**src/rtl/aes_gcm_pkg.sv**
```systemverilog
// Shared types and constants for the AES-GCM datapath: arbiter FSM state,
// operation owner encoding, block width and the J0 counter suffix.
package aes_gcm_pkg;

    localparam int AES_BLK_W = 128;
    localparam logic [31:0] J0_SUFFIX = 32'h0000_0001;

    typedef enum logic [1:0] {
        IDLE,
        GUARD,
        WAIT
    } state_e;

    typedef enum logic [2:0] {
        NONE,
        KEY,
        H,
        TM,
        CTR
    } owner_e;

endpackage

```
**src/rtl/aes_core_arbiter.sv**
```systemverilog
// Schedules key expansion + H, tagmask and CTR keystream onto one aes_core.
// Optional watchdog on the WAIT state is enabled by AES_CORE_ARBITER_WDOG_EN.
module aes_core_arbiter
    import aes_gcm_pkg::*;
#(
    parameter int unsigned GUARD_CYCLES   = 1,
    parameter int unsigned TIMEOUT_CYCLES = 256
) (
    input  logic                 clk,
    input  logic                 rst,
    input  logic                 key_load,
    input  logic                 start,
    input  logic [95:0]          iv,
    input  logic                 ks_req,
    input  logic [AES_BLK_W-1:0] ctr_block,
    input  logic                 aes_ready,
    input  logic [AES_BLK_W-1:0] aes_result,
    output logic                 aes_init,
    output logic                 aes_next,
    output logic [AES_BLK_W-1:0] aes_block,
    output logic                 ctr_next,
    output logic [AES_BLK_W-1:0] h_data,
    output logic                 h_ready,
    output logic [AES_BLK_W-1:0] tagmask_data,
    output logic                 tagmask_valid,
    output logic [AES_BLK_W-1:0] ks_data,
    output logic                 ks_valid,
    output logic                 busy,
    output logic                 wdog_err
);

    // One counter serves the guard window and the WAIT watchdog.
    localparam int unsigned CNT_MAX = (GUARD_CYCLES > TIMEOUT_CYCLES) ? GUARD_CYCLES : TIMEOUT_CYCLES;
    localparam int CNT_W = $clog2(CNT_MAX + 1);
    localparam logic [CNT_W-1:0] GUARD_LAST = CNT_W'(GUARD_CYCLES - 1);

    state_e               state, state_d;
    owner_e               owner, issue_own;
    logic                 key_pend, h_pend, tm_pend, ks_pend;
    logic                 stale;
    logic [CNT_W-1:0]     cnt;
    logic [AES_BLK_W-1:0] j0;
    logic                 complete, discard;

`ifdef AES_CORE_ARBITER_WDOG_EN
    localparam logic [CNT_W-1:0] WDOG_LAST = CNT_W'(TIMEOUT_CYCLES - 1);
    logic wdog_fire;
`endif

    assign busy = (state != IDLE);

    always_comb begin
        state_d   = state;
        issue_own = NONE;
        complete  = 1'b0;
        discard   = 1'b0;
`ifdef AES_CORE_ARBITER_WDOG_EN
        wdog_fire = 1'b0;
`endif
        case (state)
            IDLE: begin
                if (aes_ready) begin
                    if (key_pend)               issue_own = KEY;
                    else if (h_pend)            issue_own = H;
                    else if (h_ready && tm_pend) issue_own = TM;
                    else if (h_ready && ks_pend) issue_own = CTR;
                    if (issue_own != NONE) state_d = GUARD;
                end
            end
            GUARD: begin
                if (cnt == GUARD_LAST) state_d = WAIT;
            end
            WAIT: begin
                if (aes_ready) begin
                    complete = 1'b1;
                    // A result computed under an old key or an old J0 is never delivered.
                    discard  = stale || key_load || (start && owner == TM);
                    state_d  = IDLE;
                end
`ifdef AES_CORE_ARBITER_WDOG_EN
                else if (cnt == WDOG_LAST) begin
                    wdog_fire = 1'b1;
                    state_d   = IDLE;
                end
`endif
            end
            default: state_d = IDLE;
        endcase
    end

    always_ff @(posedge clk) begin
        if (rst) begin
            state         <= IDLE;
            owner         <= NONE;
            key_pend      <= 1'b0;
            h_pend        <= 1'b0;
            tm_pend       <= 1'b0;
            ks_pend       <= 1'b0;
            stale         <= 1'b0;
            cnt           <= '0;
            j0            <= '0;
            aes_init      <= 1'b0;
            aes_next      <= 1'b0;
            aes_block     <= '0;
            ctr_next      <= 1'b0;
            h_data        <= '0;
            h_ready       <= 1'b0;
            tagmask_data  <= '0;
            tagmask_valid <= 1'b0;
            ks_data       <= '0;
            ks_valid      <= 1'b0;
        end else begin
            state    <= state_d;
            cnt      <= (state_d != state) ? '0 : cnt + 1'b1;
            aes_init <= 1'b0;
            aes_next <= 1'b0;
            ctr_next <= 1'b0;
            ks_valid <= 1'b0;

            if (state == IDLE && issue_own != NONE) begin
                owner <= issue_own;
                stale <= key_load || (start && issue_own == TM);
                case (issue_own)
                    KEY: aes_init <= 1'b1;
                    H: begin
                        aes_block <= '0;
                        aes_next  <= 1'b1;
                    end
                    TM: begin
                        aes_block <= j0;
                        aes_next  <= 1'b1;
                    end
                    CTR: begin
                        aes_block <= ctr_block;
                        aes_next  <= 1'b1;
                        ctr_next  <= 1'b1;
                    end
                    default: ;
                endcase
            end else if (state != IDLE && (key_load || (start && owner == TM))) begin
                stale <= 1'b1;
            end

            if (complete) begin
                owner <= NONE;
                stale <= 1'b0;
                if (!discard) begin
                    case (owner)
                        KEY: key_pend <= 1'b0;
                        H: begin
                            h_pend  <= 1'b0;
                            h_data  <= aes_result;
                            h_ready <= 1'b1;
                        end
                        TM: begin
                            tm_pend       <= 1'b0;
                            tagmask_data  <= aes_result;
                            tagmask_valid <= 1'b1;
                        end
                        CTR: begin
                            ks_pend  <= 1'b0;
                            ks_data  <= aes_result;
                            ks_valid <= 1'b1;
                        end
                        default: ;
                    endcase
                end
            end

`ifdef AES_CORE_ARBITER_WDOG_EN
            if (wdog_fire) begin
                owner         <= NONE;
                stale         <= 1'b0;
                key_pend      <= 1'b0;
                h_pend        <= 1'b0;
                tm_pend       <= 1'b0;
                ks_pend       <= 1'b0;
                h_ready       <= 1'b0;
                tagmask_valid <= 1'b0;
            end
`endif

            // New requests are applied last so they override any clear above.
            if (key_load) begin
                key_pend      <= 1'b1;
                h_pend        <= 1'b1;
                tm_pend       <= 1'b0;
                ks_pend       <= 1'b0;
                h_ready       <= 1'b0;
                tagmask_valid <= 1'b0;
            end
            if (start) begin
                tm_pend       <= 1'b1;
                j0            <= {iv, J0_SUFFIX};
                tagmask_valid <= 1'b0;
            end
            if (ks_req && !key_load) ks_pend <= 1'b1;
        end
    end

`ifdef AES_CORE_ARBITER_WDOG_EN
    always_ff @(posedge clk) begin
        if (rst)            wdog_err <= 1'b0;
        else if (wdog_fire) wdog_err <= 1'b1;
    end
`else
    assign wdog_err = 1'b0;
`endif

endmodule
```
**config.mk**
```make
export PLATFORM = sky130hd
export DESIGN_NAME = aes_core_arbiter
export DESIGN_NICKNAME = d
export VERILOG_FILES = /design/src/rtl/aes_gcm_pkg.sv /design/src/rtl/aes_core_arbiter.sv
export SDC_FILE = /design/constraint.sdc
export NUM_CORES = 1
export LEC_CHECK = 0
export CAP_MARGIN = 20
export CORE_AREA = 3 3 340 342
export DETAILED_ROUTE_END_ITERATION = 12
export DIE_AREA = 0 0 343 345
export PLACE_DENSITY = 0.48
export RECOVER_POWER = 25
export SLEW_MARGIN = 40
export SYNTH_ARGS = -nofsm -noshare
export SYNTH_HDL_FRONTEND = slang
export SYNTH_SLANG_ARGS = --single-unit
```
**constraint.sdc**
```tcl
create_clock -name clk -period 2.6 [get_ports clk]
set_input_delay 0.26 -clock clk [delete_from_list [all_inputs] [get_ports clk]]
set_output_delay 0.26 -clock clk [all_outputs]
set_load 0.01 [all_outputs]
```
Yosys cells after proc, flatten, opt, wreduce, memory -nomap -nowiden
Cells that the tools add are included.
{ "totals": {"register_bits": 634, "latch_bits": 0, "ram_bits": 0, "mem_bits_ro": 0, "inputBits": 358, "wordCells": 120, "mem_count": 0} }
{ "classes": {"n_addsub": 1, "mul": 0, "div_mod_pow": 0, "n_lt_le_gt_ge": 0, "eq_ne": 14, "n_shift": 0, "n_mux": 42, "n_bitwise": 3, "n_reduce_logical": 41} }
{ "op_table": {"columns": ["operator", "n"], "rows": [
  ["one-hot mux 128 bit (3 select lines)", 1],
  ["two-way mux 1 bit", 28],
  ["two-way mux 3 bit", 8],
  ["AND reduction 3 bit", 7],
  ["nonzero test 3 bit", 7],
  ["== test 3 x 2 -> 1 bit (second input constant)", 4],
  ["nonzero test 2 bit", 5],
  ["adder 9 x 1 -> 9 bit (second input constant)", 1],
  ["zero test 9 bit", 1],
  ["OR reduction 3 bit", 3],
  ["two-way mux 2 bit", 4],
  ["OR reduction 2 bit", 4],
  ["logical AND 1 bit", 7],
  ["== test 3 x 1 -> 1 bit (second input constant)", 2],
  ["== test 3 bit (second input constant)", 2],
  ["one-hot mux 2 bit (3 select lines)", 1],
  ["logical OR 1 bit", 4],
  ["!= test 3 x 2 -> 1 bit (second input constant)", 1],
  ["!= test 3 bit (second input constant)", 1],
  ["NOT 1 bit", 3],
  ["== test 2 x 1 -> 1 bit (second input constant)", 1],
  ["== test 2 bit (second input constant)", 1],
  ["zero test 2 bit", 1],
  ["!= test 2 bit", 1],
  ["3 further kinds", 3]
]} }

Logic depth before layout (Yosys ltp)
Gate-level depths: netlist of run 1.
{ "depth": {"word_depth": 13, "depth_mapped": 7, "ltp_nobuf": 6} }

Worst setup path before layout of run 1
OpenSTA, ideal clock, no wires.
{ "synth_timing": {"path_type": "register to register", "startpoint": "register key_pend", "endpoint": "register aes_block[20]", "arrival_ns": 1.707, "required_ns": 2.483, "setup_slack_ns": 0.776, "stages_incl_launch_ff": 7, "n_path_buf": 2, "synth_period_minus_slack_ns": 1.824, "path_cell_list": "dfxtp_1 > or4b_4 > o21bai_1 > and2_1 > buf_2 > buf_2 > a22o_1"} }
{ "synth_between": {"elab_chain_len": 8} }
{ "synth_rtl": {"columns": ["item", "line_no", "source"], "rows": [
  ["from (decl)", "aes_core_arbiter.sv:39", "logic key_pend, h_pend, tm_pend, ks_pend;"],
  ["from (signal assigned)", "aes_core_arbiter.sv:95", "key_pend <= 1'b0;"],
  ["from (signal assigned)", "aes_core_arbiter.sv:149", "KEY: key_pend <= 1'b0;"],
  ["from (signal assigned)", "aes_core_arbiter.sv:185", "key_pend <= 1'b1;"],
  ["two-way mux 3 bit (*)", "aes_core_arbiter.sv:63", "if (key_pend) issue_own = KEY;"],
  ["two-way mux 3 bit (*)", "aes_core_arbiter.sv:62", "if (aes_ready) begin"],
  ["two-way mux 3 bit (*)", "aes_core_arbiter.sv:60", "case (state)"],
  ["two-way mux 3 bit (*)", "aes_core_arbiter.sv:62", null],
  ["two-way mux 3 bit (*)", "aes_core_arbiter.sv:60", null],
  ["== test 3 x 2 -> 1 bit (tied with other cells)", "aes_core_arbiter.sv:123", "case (issue_own)"],
  ["nonzero test 3 bit (no line) / logical AND 1 bit (equally long branches)", null, null],
  ["AND reduction 2 bit (no line)", null, null],
  ["to (signal assigned)", "aes_core_arbiter.sv:130", "aes_block <= j0;"],
  ["to (signal assigned)", "aes_core_arbiter.sv:134", "aes_block <= ctr_block;"],
  ["to (decl)", "aes_core_arbiter.sv:20", "output logic [AES_BLK_W-1:0] aes_block,"]
]} }
Every way passes the cells marked *; elsewhere a longest branch is shown, timed or not. The select of a mux whose other input is x is not followed.
A chain may end at the register's enable or synchronous reset.

Worst setup path after layout of run 1
{ "layout_timing": {"startpoint": "input rst", "endpoint": "register j0[88]"} }
{ "layout_rtl": {"columns": ["item", "line_no", "source"], "rows": [
  ["from (decl)", "aes_core_arbiter.sv:10", "input logic rst,"],
  ["to (signal assigned)", "aes_core_arbiter.sv:194", "j0 <= {iv, J0_SUFFIX};"],
  ["to (decl)", "aes_core_arbiter.sv:42", "logic [AES_BLK_W-1:0] j0;"]
]} }
No word-level cell between the ends.

==> impl_metrics.ini, run 1 <==
[final_layout]
layout_common_cells = 774 x nand2_1, 699 x clkdlybuf4s50_1, 633 x dfxtp_1
finalNetCount = 3703
final_util_pct = 31.5
layout_commonest_cell = nand2_1
multi_input_area_sq_um = 8600
area_delta_synth_final_pct = 60.0
regArea_sq_um = 12700
final_layout_size_suffix_gt1_share_pct = 6.35
num-fill-cells = 11910

[grt]
grt_use_met3_pct = 5.23
met1_usage_pct = 18.5
grt_overflow = 0
grt_pass1_vias = 20601
met2_usage_pct = 26.0
grt_max_degree = 144
grt_busiest_layer = met2
grt_antenna_before_repair = 14
grt_pass1_wl_microns = 141000
grt_usage_pct = 15.7

[timing]
max_freq_ghz = 0.429
timing.slew.headroom_pct = -22.4
tightest_slew_ns = 1.84
finalHoldViolCount = 0
fin_setup_tns_ns = 0
fin_crit_sh_pct = 89.7
post-route-min-period_ns = 2.33
drv_slew = 144
rsz0062_at_grt = false
setup_viol = 0
clock-skew-final_ns = 0.0221

[worst_setup_path]
crit_required_ns = 3.04
crit_arrival_ns = 2.77
cp_max_fo = 143
r2r_cells = 5
crit_path_max_incr_delay_ns = 1.34
cp-startpoint = rst
crit_type = in2reg
cp_num_buf_inv = 3
timing.rr.start = state[1]$_SDFF_PP0_
worstPathCellList = dlygate4sd3_1 -> buf_8 -> clkbuf_4 -> nor2_1
crit_family = buffers and inverters
cp-start-kind = input pin
crit_slowest_cell = clkbuf_4
end_kind = flip-flop
reg2reg_to = h_ready$_SDFFE_PP0P_
ff2ff_setup_slack_ns = 0.41

[synth]
synth.area.mux_share_pct = 4.33
async_reset_ff_share_pct = 0
synth-simple-area-share_pct = 16.2
ys_ff_latch = 634
syn_inst = 2509
ys_seq_area_share_pct = 57.2
synth_area_sq_um = 22200
ys.flop_type = dfxtp_1
yosys_warnings = 0
synth_adder_area_share_pct = 0.113
synth_top_family_by_area = compound AO/OA/AOI/OAI gates
synth-edff-count = 0
synth.distinct_cells = 44
synth-xor-area-share_pct = 0.276
synth_compound_area_share_pct = 17.7
synthesis.nets = 2869
avgSynthCellArea_sq_um = 8.84

[drt]
firstDrtPassIters = 7
routed_wl_microns = 96700
ant_nets = 0
drt_iter0_markers = 1247
drc = 0
vias = 20796
vias_per_cell = 4.24
post_drt_wl_per_cell_microns = 19.7

[clock_network]
cts-resized-gates = 0
hold_buffers = 1
postCtsSetupBuffers = 0
cts_num_sinks = 634
clk_pin_slew_ns = 0.06
cts.path.max_buffers = 3
worst_skew_pair.late_latency_ns = 0.63
cts-htree-levels = 3
cts_tree = yes
cts_buffers = 79
cts_root_buffer = clkbuf_16

[worst_hold_path]
worst_hold_path.num_cells = 3
hold_start = start
min_path_type = in2reg
hold_end = tagmask_valid$_SDFFE_PP0P_

[power_and_ir_drop]
p_per_area_nw_per_um2 = 628
leakage_uw = 0.0127
ir_drop_v = 0.000393

[placement]
hpwl_microns = 70100
io_buffer_count = 876
gp_congestion = 0.804

[floorplan]
die_height_microns = 345
io_pins = 878
die_w_microns = 343
initial_core_util_pct = 19.7
placementRows = 123
core_area_sq_um = 113000
dieArea_sq_um = 118000

[run_status]
outcome = complete, but fails checks
violations = max-capacitance violations, max-slew violations

[flow_run]
maxCapViolations = 1
metal layers:
layer  part of all wire (%)  up-vias
li1                       -    10136
met1                     41     9764
met2                     47      726
met3                    8.5      162
met4                    3.9        8
met5                  0.064        -
layout make-up:
class / instances / area share [%]
flip-flops and latches: 634 / 35.8
multi-input cells: 1664 / 24.2
clock inverters: 29 / 0.892
repair buffers: 956 / 27.3
inverters: 8 / 0.0846
clock buffers: 113 / 6.44
well taps: 1500 / 5.29
diodes: 5 / 0.0352
synthesized netlist by cell type, types with 3 or more instances:
cell / n / area (sq um)
a22o_1: 31 / 272
buf_2: 60 / 300
and4_1: 3 / 26.3
inv_1: 8 / 30.0
nand2_1: 774 / 2910
a21oi_1: 392 / 1960
xor2_1: 3 / 26.3
xnor2_1: 4 / 35.0
nor2_1: 124 / 465
clkbuf_1: 130 / 488
buf_6: 7 / 78.8
nand3_1: 5 / 25.0
nand4_1: 3 / 18.8
nor3_1: 3 / 15.0
buf_1: 4 / 15.0
dfxtp_1: 634 / 12700
a22oi_1: 97 / 728
mux2i_1: 96 / 961
o2bb2ai_1: 97 / 850
worst max path at each step:
stage	slack (ns)	cells past startpoint	to
finish	0.27	4	j0[88]$_SDFFE_PP0P_
global route	0.14	4	j0[91]$_SDFFE_PP0P_
CTS	0.27	3	busy
detailed placement	0.11	6	aes_block[61]$_SDFFE_PP0P_
global placement	0.19	6	aes_block[104]$_SDFFE_PP0P_
floorplan	0.78	6	aes_block[20]$_SDFFE_PP0P_
tightest hold or removal path: cells and delay by family:
family	cells	cell delay [ns]
and+or+nand+nor	1	0.10
buffers and inverters	2	0.32
state kept, by name (all words and copies together) (netlist names), 2 cells and up:
register / count
tagmask_data: 128
cnt: 9
aes_block: 128
state: 2
j0: 97
h_data: 128
owner: 3
ks_data: 128
metrics by stage:
step | hold slack (ns) | area [sq um] | cells | power [uW] | setup WS (ns)
floorplan | 0.393 | 22200 | 2509 | 10600 | 0.776
global placement | 0.441 | 32900 | 4760 | 11400 | 0.187
detailed placement | 0.446 | 32900 | 4761 | 11500 | 0.114
CTS | 0.0763 | 35500 | 4904 | 22700 | 0.273
global route | 0.118 | 35500 | 4908 | 23100 | 0.144
finish | 0.131 | 35500 | 4909 | 22300 | 0.267
cells by family (layout without fill, tap and decap cells):
family / count (synthesis) / in the layout
AND/OR/NAND/NOR: 929 / 929
flip-flops: 634 / 634
AO/OA/AOI/OAI: 629 / 629
buffers and inverters: 211 / 1106
multiplexers: 96 / 96
XOR/XNOR: 7 / 7
adder cells (fa/ha/maj): 2 / 2
other: 1 / 6
report_power, final:
| part | total, uW | switching, uW | internal (uW) |
|---|---|---|---|
| sequential | 9910 | 82.5 | 9820 |
| clock | 11100 | 4510 | 6550 |
| combinational | 1320 | 623 | 692 |
| total | 22300 | 5220 | 17100 |
No activity file was read; power rests on OpenSTA's default activity.
==> run 2, diff against run 1 <==
--- a/config.mk
+++ b/config.mk
@@ -6,10 +6,13 @@
 export NUM_CORES = 1
 export LEC_CHECK = 0
 export CAP_MARGIN = 20
-export CORE_AREA = 3 3 340 342
+export CELL_PAD_IN_SITES_DETAIL_PLACEMENT = 1
+export CELL_PAD_IN_SITES_GLOBAL_PLACEMENT = 1
+export CORE_AREA = 3 3 343 345
+export CTS_BUF_LIST = sky130_fd_sc_hd__clkbuf_16
 export DETAILED_ROUTE_END_ITERATION = 12
-export DIE_AREA = 0 0 343 345
-export PLACE_DENSITY = 0.48
+export DIE_AREA = 0 0 346 348
+export PLACE_DENSITY = 0.59
 export RECOVER_POWER = 25
 export SLEW_MARGIN = 40
 export SYNTH_ARGS = -nofsm -noshare
==> impl_metrics.ini, run 2 (synthesized netlist as in run 1, its figures left out) <==
[floorplan]
die_height_microns = 348
placementRows = 124
dieArea_sq_um = 120000
io_pins = 878
die_w_microns = 346
core_area_sq_um = 115000
initial_core_util_pct = 19.4

[clock_network]
cts_tree = yes
cts-resized-gates = 0
clk_pin_slew_ns = 0.06
cts_root_buffer = clkbuf_16
cts-htree-levels = 3
cts_buffers = 79
cts.path.max_buffers = 3
worst_skew_pair.late_latency_ns = 0.65
cts_num_sinks = 634

[worst_setup_path]
timing.rr.start = state[1]$_SDFF_PP0_
crit_required_ns = 3.04
ff2ff_setup_slack_ns = 0.35
worstPathCellList = dlygate4sd3_1 -> buf_8 -> clkbuf_4 -> nor2_1
end_kind = flip-flop
crit_slowest_cell = clkbuf_4
crit_path_max_incr_delay_ns = 1.38
crit_arrival_ns = 2.86
crit_type = in2reg
cp-startpoint = rst
crit_family = buffers and inverters
cp-start-kind = input pin
cp_num_buf_inv = 3
cp_max_fo = 144

[timing]
setup_viol = 0
clock-skew-final_ns = 0.0390
holdWs_ns = 0.205
drv_slew = 145
finalHoldViolCount = 0
post-route-min-period_ns = 2.42
tightest_slew_ns = 1.82
max_freq_ghz = 0.413
rsz0062_at_grt = false
timing.slew.headroom_pct = -21.5
finalWorstSetupSlack_ns = 0.181
fin_crit_sh_pct = 93.0
fin_setup_tns_ns = 0

[final_layout]
layout_commonest_cell = nand2_1
area_delta_synth_final_pct = 59.3
layout_common_cells = 774 x nand2_1, 697 x clkdlybuf4s50_1, 633 x dfxtp_1
finalNetCount = 3686
final_layout_size_suffix_gt1_share_pct = 5.49
finalNonFillerCells = 4903

[run_status]
outcome = complete, but fails checks
violations = max-capacitance violations, max-slew violations

[drt]
vias = 21012
routed_wl_microns = 103000
drt_iter0_markers = 783
post_drt_wl_per_cell_microns = 21.0
drc = 0
vias_per_cell = 4.29
ant_nets = 0
firstDrtPassIters = 5

[power_and_ir_drop]
p_per_area_nw_per_um2 = 630
ir_drop_v = 0.000418
power_uw = 22300
leakage_uw = 0.0126

[placement]
dpl.cell_count = 4756
io_buffer_count = 876
gp_congestion = 0.801
pre_cts_slack_ns = 0.126
hpwl_microns = 74200

[grt]
grt_usage_pct = 16.4
grt_antenna_before_repair = 14
grt_pass1_vias = 21624
grt_overflow = 0
grt_pass1_wl_microns = 149000
grt_max_degree = 145

[worst_hold_path]
hold_start = ctr_block[24]
min_path_type = in2reg

[flow_run]
maxCapViolations = 1
[run 2: changes by cell type in the layout (fill, tap and decap cells not counted), moves of 4 or more]
cell	delta
buf_4	-11
bufinv_16	+5
clkbuf_1	-18
clkbuf_8	-16
clkinv_1	+17
clkinv_2	-4
inv_1	+14
[run 2: path summary, 6_finish.rpt]
| path | depth (start not counted) | to |
|---|---|---|
| worst min register to register | 2 | ks_data[73]$_SDFFE_PP0P_ |
| worst min-delay path | 2 | aes_block[24]$_SDFFE_PP0P_ |
| worst max register to register | 5 | ks_data[79]$_SDFFE_PP0P_ |
| worst max-delay path | 4 | j0[107]$_SDFFE_PP0P_ |
[run 2: per-layer routing]
| metal | track usage (%) | vias up | part of all wire [%] |
|---|---|---|---|
| met5 | 0 | - | 0.040 |
| met4 | 5.96 | 6 | 2.9 |
| met3 | 5.41 | 133 | 7.3 |
| met2 | 27.7 | 646 | 48 |
| met1 | 19.3 | 10132 | 42 |
| li1 | - | 10095 | - |
[run 2: report_power, final]
group          total, uW  internal, uW  switching [uW]
Clock              11000          6470            4560
Combinational       1330           698             637
Sequential          9920          9830            93.5
Total              22300         17000            5290
[run 2: area by class of cell]
type	count	area, sq um
Tap cell	1512	1890
Inverter	8	30.0
Clock buffer	79	1980
Timing Repair Buffer	939	9530
Sequential cell	634	12700
Fill cell	13251	79100
Clock inverter	62	617
Antenna cell	5	12.5
Multi-Input combinational cell	1664	8610
[run 2: per-stage QoR]
step | instance area (sq um) | util (%)
after floorplan | 22200 | -
after global placement | 32800 | 28.6
after detailed placement | 32800 | 28.6
after CTS | 35400 | 30.9
after global routing | 35400 | 30.9
final | 35400 | 30.9
[run 2: repair_timing]
item | CTS | global route
endpoints found under the setup margin | 0 | 0
hold endpoints to repair | 36 | 0
setup buffers | 0 | 0
hold buffers | 1 | 0
==> run 3, diff against run 2 <==
--- a/config.mk
+++ b/config.mk
@@ -9,7 +9,6 @@
 export CELL_PAD_IN_SITES_DETAIL_PLACEMENT = 1
 export CELL_PAD_IN_SITES_GLOBAL_PLACEMENT = 1
 export CORE_AREA = 3 3 343 345
-export CTS_BUF_LIST = sky130_fd_sc_hd__clkbuf_16
 export DETAILED_ROUTE_END_ITERATION = 12
 export DIE_AREA = 0 0 346 348
 export PLACE_DENSITY = 0.59
==> impl_metrics.ini, run 3 (synthesized netlist as in run 1, its figures left out) <==
[timing]
rsz0062_at_grt = false
finalHoldViolCount = 0
fin_crit_sh_pct = 93.1
drv_slew = 145
clock-skew-final_ns = 0.0302
fin_setup_tns_ns = 0
tightest_slew_ns = 1.83
finalWorstSetupSlack_ns = 0.178
timing.slew.headroom_pct = -21.8
setup_viol = 0
post-route-min-period_ns = 2.42
max_freq_ghz = 0.413

[worst_setup_path]
path_depth = 4
r2r_cells = 5
crit_type = in2reg
worstPathCellList = dlygate4sd3_1 -> buf_8 -> clkbuf_4 -> nor2_1
crit_slowest_cell = clkbuf_4
cp-startpoint = rst
cp_num_buf_inv = 3
crit_end = j0[107]$_SDFFE_PP0P_
reg2reg_to = ks_data[79]$_SDFFE_PP0P_
crit_path_max_incr_delay_ns = 1.36
cp_max_fo = 144
timing.rr.start = state[1]$_SDFF_PP0_
crit_arrival_ns = 2.86
end_kind = flip-flop
crit_family = buffers and inverters
ff2ff_setup_slack_ns = 0.34
cp-start-kind = input pin
crit_required_ns = 3.04

[floorplan]
die_w_microns = 346
core_area_sq_um = 115000
die_height_microns = 348
initial_core_util_pct = 19.4
io_pins = 878
placementRows = 124
dieArea_sq_um = 120000

[clock_network]
clk_pin_slew_ns = 0.06
worst_skew_pair.late_latency_ns = 0.64
cts_tree = yes
cts_num_sinks = 634
cts-htree-levels = 3
cts_buffers = 79
cts.path.max_buffers = 3
cts_root_buffer = clkbuf_16
cts-resized-gates = 0

[placement]
io_buffer_count = 876
pre_cts_slack_ns = 0.126
gp_congestion = 0.801
hpwl_microns = 74200

[power_and_ir_drop]
ir_drop_v = 0.000407
p_per_area_nw_per_um2 = 644
power_uw = 22900
leakage_uw = 0.0127

[final_layout]
layout_common_cells = 774 x nand2_1, 699 x clkdlybuf4s50_1, 633 x dfxtp_1
final_layout_size_suffix_gt1_share_pct = 5.97
multi_input_area_sq_um = 8600
finalNetCount = 3686
layout_commonest_cell = nand2_1
num-fill-cells = 13226
area_delta_synth_final_pct = 60.1
regArea_sq_um = 12700

[drt]
drt_iter0_markers = 801
ant_nets = 0
vias_per_cell = 4.29
firstDrtPassIters = 5
routed_wl_microns = 103000
drc = 0
post_drt_wl_per_cell_microns = 21.0
vias = 21054

[grt]
grt_usage_pct = 16.4
grt_overflow = 0
grt_pass1_vias = 21603
grt_max_degree = 145
grt_antenna_before_repair = 16
grt_pass1_wl_microns = 149000

[run_status]
outcome = complete, but fails checks
violations = max-capacitance violations, max-slew violations

[flow_run]
maxCapViolations = 1

[worst_hold_path]
min_path_type = in2reg
hold_start = ctr_block[24]
==> run 3: per-stage QoR <==
step           util, %  std cells  hold slack (ns)  area [sq um]
2_1_floorplan        -       2509            0.393         22200
3_3_place_gp      28.6       4756            0.441         32800
3_5_place_dp      28.6       4756            0.445         32800
4_1_cts           31.0       4898            0.128         35500
5_1_grt           31.0       4903            0.172         35500
6_report          31.0       4905            0.212         35500
==> run 3: worst register-to-register path: cells and delay by family (launching register included) <==
kind                   cells  cell delay (ns)
AO/OA/AOI/OAI              1             0.09
buffers and inverters      1             0.27
flip-flops                 1             0.45
AND/OR/NAND/NOR            3             1.24
==> run 3: final cells by class <==
type                            count  share of cell area (%)
Antenna cell                        7                  0.0493
Tap cell                         1512                    5.33
Multi-Input combinational cell   1664                    24.2
Clock buffer                      110                    6.37
Timing Repair Buffer              939                    26.8
Sequential cell                   634                    35.7
Inverter                            8                  0.0845
Clock inverter                     31                    1.41
==> run 3: repair_timing <==
| item | CTS | global route |
|---|---|---|
| hold buffers | 1 | 0 |
| buffers inserted | 0 | 0 |
| endpoints found under the hold margin | 36 | 0 |
==> run 3: routing by layer <==
| layer | global-route usage [%] | wire, microns |
|---|---|---|
| met2 | 27.7 | 49400 |
| met3 | 5.39 | 7520 |
| met5 | 0 | 41 |
| met4 | 6.03 | 2970 |
| met1 | 19.3 | 43000 |
==> run 3: power breakdown <==
group | internal [uW] | total [uW] | switching (uW)
Combinational | 698 | 1330 | 636
Sequential | 9820 | 9920 | 93.7
Clock | 7030 | 11600 | 4580
==> run 3: how the worst min path moves through the flow <==
stage / depth (start not counted) / to / slack (ns)
floorplan: 1 / aes_block[10]$_SDFFE_PP0P_ / 0.39
global placement: 2 / h_data[26]$_SDFFE_PP0P_ / 0.44
detailed placement: 1 / aes_block[100]$_SDFFE_PP0P_ / 0.45
CTS: 2 / aes_block[24]$_SDFFE_PP0P_ / 0.13
global route: 2 / aes_block[12]$_SDFFE_PP0P_ / 0.17
finish: 2 / aes_block[24]$_SDFFE_PP0P_ / 0.21
